$ cat config.mk
export PLATFORM = sky130hd
export DESIGN_NAME = multi_register_bank
export DESIGN_NICKNAME = d
export VERILOG_FILES = /design/src/rtl/multi_register_bank_pkg.sv /design/src/rtl/multi_register_bank_read_port.sv /design/src/rtl/multi_register_bank.sv
export SDC_FILE = /design/constraint.sdc
export NUM_CORES = 1
export LEC_CHECK = 0
export ABC_AREA = 1
export CELL_PAD_IN_SITES_DETAIL_PLACEMENT = 1
export CELL_PAD_IN_SITES_GLOBAL_PLACEMENT = 2
export CORE_ASPECT_RATIO = 1.25
export CORE_UTILIZATION = 30
export CTS_CLUSTER_SIZE = 24
export DETAILED_ROUTE_END_ITERATION = 10
export PLACE_DENSITY_LB_ADDON = 0.1
export SLEW_MARGIN = 20
export SYNTH_ARGS = -nofsm -noshare
export SYNTH_HDL_FRONTEND = slang
export SYNTH_SLANG_ARGS = --single-unit
$ cat constraint.sdc
create_clock -name Clock -period 2.08 [get_ports Clock]
set_clock_uncertainty 0.15 [all_clocks]
set_input_delay 0.312 -clock Clock [delete_from_list [all_inputs] [get_ports Clock]]
set_output_delay 0.312 -clock Clock [all_outputs]
set_load 0.01 [all_outputs]
$ cat src/rtl/multi_register_bank_pkg.sv
// rtl/multi_register_bank_pkg.sv - shared op encodings for the multi-register bank
package multi_register_bank_pkg;

    localparam logic [1:0] OP_LOAD   = 2'b00;
    localparam logic [1:0] OP_INC    = 2'b01;
    localparam logic [1:0] OP_PRESET = 2'b10;
    localparam logic [1:0] OP_CLEAR  = 2'b11;

endpackage

$ cat src/rtl/multi_register_bank_read_port.sv
// rtl/multi_register_bank_read_port.sv - combinational read mux with active-low select
module bank_read_port #(
    parameter int NrOfBits = 8,
    parameter int NrOfRegs = 4,
    parameter int AddrBits = 2
) (
    input  logic [NrOfRegs*NrOfBits-1:0] bank,
    input  logic [AddrBits-1:0]          RdAddr,
    input  logic                         cs,
    output logic [NrOfBits-1:0]          Q
);

    // Out-of-range addresses and a deselected port both fall through to zero.
    always_comb begin
        Q = '0;
        if (!cs) begin
            for (int i = 0; i < NrOfRegs; i++) begin
                if (32'(RdAddr) == i)
                    Q = bank[i*NrOfBits +: NrOfBits];
            end
        end
    end

endmodule

$ cat src/rtl/multi_register_bank.sv
// rtl/multi_register_bank.sv - register bank with LOAD/INC/PRESET/CLEAR writes and two read ports
module multi_register_bank
    import multi_register_bank_pkg::*;
#(
    parameter int                  NrOfBits    = 8,
    parameter int                  NrOfRegs    = 4,
    parameter int                  AddrBits    = 2,
    parameter logic [NrOfBits-1:0] PresetValue = '1
) (
    input  logic                Clock,
    input  logic                Reset,
    input  logic                ClockEnable,
    input  logic                Tick,
    input  logic                WrEn,
    input  logic [AddrBits-1:0] WrAddr,
    input  logic [1:0]          Op,
    input  logic [NrOfBits-1:0] D,
    input  logic [AddrBits-1:0] RdAddrA,
    input  logic [AddrBits-1:0] RdAddrB,
    input  logic                csA,
    input  logic                csB,
    output logic [NrOfBits-1:0] QA,
    output logic [NrOfBits-1:0] QB,
    output logic                Carry,
    output logic                WrAck
);

    logic [NrOfBits-1:0]          regs [NrOfRegs];
    logic [NrOfRegs*NrOfBits-1:0] bank_flat;
    logic                         commit;

    assign commit = WrEn & ClockEnable & Tick & (32'(WrAddr) < NrOfRegs);

    always_ff @(posedge Clock) begin
        if (Reset) begin
            for (int i = 0; i < NrOfRegs; i++)
                regs[i] <= '0;
            Carry <= 1'b0;
            WrAck <= 1'b0;
        end else begin
            WrAck <= commit;
            if (commit) begin
                case (Op)
                    OP_LOAD:   regs[WrAddr] <= D;
                    OP_INC: begin
                        regs[WrAddr] <= regs[WrAddr] + 1'b1;
                        Carry        <= &regs[WrAddr];
                    end
                    OP_PRESET: regs[WrAddr] <= PresetValue;
                    default:   regs[WrAddr] <= '0;
                endcase
            end
        end
    end

    // Reads see the pre-edge contents; there is deliberately no write bypass.
    for (genvar g = 0; g < NrOfRegs; g++) begin : g_flat
        assign bank_flat[g*NrOfBits +: NrOfBits] = regs[g];
    end

    bank_read_port #(
        .NrOfBits (NrOfBits),
        .NrOfRegs (NrOfRegs),
        .AddrBits (AddrBits)
    ) u_port_a (
        .bank   (bank_flat),
        .RdAddr (RdAddrA),
        .cs     (csA),
        .Q      (QA)
    );

    bank_read_port #(
        .NrOfBits (NrOfBits),
        .NrOfRegs (NrOfRegs),
        .AddrBits (AddrBits)
    ) u_port_b (
        .bank   (bank_flat),
        .RdAddr (RdAddrB),
        .cs     (csB),
        .Q      (QB)
    );

endmodule

Word level (Yosys, flattened, before mapping). Memory sizes are Yosys's and may differ from the RTL's. Cells that the tools add are included.

Output and inout port bits: 18. Bits in registers: 2. Word-level logic and storage cells: 58. RAM bits: 32. ROM bits: 0. Latch bits: 0. Memories: 1.

Divide/modulo/power cells: 0. Shift operators: 0. Reductions and logical operators: 7. Bitwise gates (word level): 5. Mux-type cells: 34. Equality and inequality tests: 8. Multiply operators: 0. $add $sub $neg: 1. Order comparisons: 0.

Memory list: regs (words 4, width 8, read ports 5, clocked after memory_dff 0, write ports 4, line multi_register_bank.sv:28) `logic [NrOfBits-1:0] regs [NrOfRegs];`.

Operators with widths (count): two-way mux 8 bit (14); two-way mux 1 bit (19); equality test 2 bit, second input constant (5); adder 8 x 1 -> 8 bit, second input constant (1); AND reduction 8 bit (1); OR reduction 8 bit (1); equality test 2 x 1 -> 1 bit, second input constant (3); zero test 2 bit (3); bitwise OR 1 bit (3); OR reduction 3 bit (1); bitwise AND 1 bit (2); two-way mux 2 bit (1); AND reduction 2 bit (1).

Longest topological paths before layout.
Word-level depth: 10. Mapped depth: 15. Depth with buffers taken out: 13.

Cells and area by module. From an unflattened synthesis, not the netlist that was laid out.

Cell total of the unflattened synthesis: 380. Area, all modules: 2648.8 µm².

By module, submodules not included: multi_register_bank (instances 1, cells an instance 234, area an instance 1938.1 µm², seq. area each 1001.0 µm²); bank_read_port (instances 2, cells an instance 73, area an instance 355.3 µm², seq. area each 0.0 µm²).

Worst setup path before layout. No wires, ideal clock.

Path kind: input port to flip-flop. Start point: input port WrAddr[0]. End point: memory regs[2][6], data pin. Buffers on the path: 2. Stages: 15. Path slack: 0.193 ns. Arrival time: 1.474 ns. Path through: buf_6 inv_6 buf_6 nand2_1 nand3_1 nand2_2 ha_1 nand2_2 inv_2 nand3_1 nand2_1 nand2_1 nand2_1 nand2_1 nor2_1.

RTL lines: from (decl) (line multi_register_bank.sv:15) `input logic [AddrBits-1:0] WrAddr,`; to (decl) (line multi_register_bank.sv:28).

Worst setup path after layout.
Start point: input port RdAddrB[0]. End point: output port QB[5].

Cells in the longest elaborated chain, start to end: 6. Elaborated cells on any way between the ends: 9. Classes of those cells: eq/ne: 3; mux: 5; reduce/logical: 1.

Ends and longest elaborated chain: from (decl) (line multi_register_bank.sv:19) `input logic [AddrBits-1:0] RdAddrB,`; zero test 2 bit (line multi_register_bank_read_port.sv:18) `if (32'(RdAddr) == i)`; two-way mux 8 bit (3 in a row) (line multi_register_bank_read_port.sv:18); two-way mux 8 bit (*) (line multi_register_bank_read_port.sv:18); two-way mux 8 bit (*) (line multi_register_bank_read_port.sv:16) `if (!cs) begin`; to (decl) (line multi_register_bank.sv:23) `output logic [NrOfBits-1:0] QB,`.

Every way passes the cells marked *; elsewhere a longest branch is shown, timed or not.

==> run metrics <==
status=finished, final reports clean; fraction of layout cells with a size suffix above 1=0.248; Crit. End Element=output port; fillers=997; hold crit path type=register to register; worst skew pair latency=290 ps; Die X=slightly above 80 µm; Post-DRT Antenna Nets=0; H-tree depth=2; final slew viol count=0; final hold vios=0; min Tclk post-route=2010 ps; clock sinks=34; # IOs=41; Avg Inst Size Synth=7.20 µm²; Reg power frac=0.456; top post-synthesis cells by count=nand2_1 (90), inv_1 (57), nor2_1 (34); number of antenna violations at the first check in global routing=0; crit share post-route=0.965; Via density=between 4 and 5; Die H=102 µm; critical-path maximum fanout=5; drt first pass iters=6; Post-synth ARST share=0; 1st-iter DRT viols=73; DRC Markers=0; Final setup viols=0; first-pass GRT wire length=12.5 mm; input/output buffers=40; num rows=36; Min Hold Slack=403 ps; CTS tree=yes; Starting Density=0.308; unrepaired setup endpoints after global routing=false; Pleak=0.00158 µW; dpl hpwl=6.36 mm; routed wire length=7.92 mm; maxcap violations=0; core area=7750 µm²; critical path required time=1620 ps; combinational power share=0.265; Mapped Area=2390 µm²; Cell Count Post-Placement=501; maximum vdd drop=0.251 mV; Layout area overhead=42.6%; worst-margin pin slew=approximately 360 ps; Clock Power Share=0.279; vias in the first global route=2,496; maximum clock path buffer count=2; post-synth top area cell=edfxtp_1; Area contributors post-synth=edfxtp_1 (40%), nand2_1 (14%), inv_1 (9.0%); WP data arrival=1540 ps; antenna cells=0; most common cell in the netlist=nand2_1; Syn Nets=356; TritonCTS Buffers=5; power per standard cell area=518 nW/µm²; Placer Congestion=about 0.82; CTS root buf=clkbuf_8; Startpoint Class=input port; number of nets in the layout=442; Vias=2,562; switching pwr=503 µW; top cell type's share of synthesized area=0.402; total number of yosys warnings=0; Mapped Cells=around 330; routed len/inst=between 15 and 20 µm; Crit Path Class=input port to output port; die area=8330 µm²; sw frac=0.285; gr usage total=0.205; global route total overflow=0; Synth cell types=25; Int Pwr=1260 µW; predominant post-synthesis flop cell=edfxtp_1; number of synthesized flops with an enable pin=32; sequential area share after synthesis=0.419; #FFs+latches synth=34; non-filler cells, final=514; largest net degree at the start of global routing=14; Clk pin slew, worst setup/hold paths=70 ps; Slew HR=0.759; fmax=approximately 500 MHz
state kept, by name, indices dropped and copies added (netlist names):
signal  count
Carry       1
WrAck       1
regs       32
routing by layer:
metal  GRT usage  share of wire  vias up
li1            -              -     1259
met1       0.238           0.41     1218
met2       0.366           0.52       65
met3      0.0243          0.035       20
met4       0.101          0.032        0
met5           0              0        -
kinds of logic (layout without fill, tap and decap cells):
family                     after synthesis  count (layout)  synth area share
and+or+nand+nor                        164             164             0.293
adders and majority gates                1               1           0.00523
DFF                                     34              34             0.419
AOI/OAI and AO/OA                       63              63             0.161
buffers and inverters                   70             157             0.122
final cells by class:
class / instances / area [µm²] / area share
clock buffers: 7 / 86.3 / 0.0253
clock inverters: 1 / 5.00 / 0.00147
inverters: 59 / 231 / 0.0679
multi-input cells: 228 / 1160 / 0.340
flip-flops and latches: 34 / 1000 / 0.294
well taps: 95 / 119 / 0.0349
repair buffers: 90 / 807 / 0.237
worst paths after layout:
check             start    endpoint  slack [ps]  depth (start not counted)
min               Carry       Carry         400                          2
max          RdAddrB[0]       QB[5]          70                          6
max reg2reg  regs[3][0]  regs[1][6]         190                         13
min reg2reg       Carry       Carry         400                          2
per-stage QoR:
step	cell area (µm²)	setup TNS (ps)	total power, µW	utilization	setup slack, ps
after global placement	3230	-17960	1270	0.417	-464
after CTS	3370	-5.04	1770	0.435	-3.07
after detailed placement	3230	-19250	1280	0.417	-498
after global routing	3410	0	1870	0.440	3.47
final	3410	0	1770	0.440	73.4
after floorplan	2390	0	1040	-	193
worst max-delay path, stage by stage:
cell	delay [ps]
dlygate4sd2_1	290
buf_4	170
o221ai_1	200
a21oi_1	90
a211oi_1	180
dlygate4sd2_1	300
timing repair:
action,4_1_cts,5_1_grt
pin swaps,5,4
hold buffers,0,0
setup endpoints to repair,40,35
setup buffers,4,1
gates resized for setup,64,14
cells in the final DEF, fill, tap and decap left out, types with 3 or more instances in the layout:
master           count
nand2_2             16
nand3_1             26
nand2_1             83
clkbuf_8             6
a21oi_1             22
nor2_1              30
o21ai_1              5
buf_12               5
inv_2                6
o211ai_1             6
clkdlybuf4s50_1     18
inv_1               51
buf_4               43
edfxtp_1            32
nor2_2               4
o221ai_1             9
a211oi_1             3
dlygate4sd2_1        9
buf_2                6
o21ai_0             13
power groups by stage:
stage	registers, µW	logic [µW]	clock network (µW)
detailed placement	821	459	0
finish	806	468	493
global route	811	514	542
CTS	807	461	507
global placement	821	454	0
floorplan	812	227	0
Note: power is estimated with default switching activity, not from simulation.
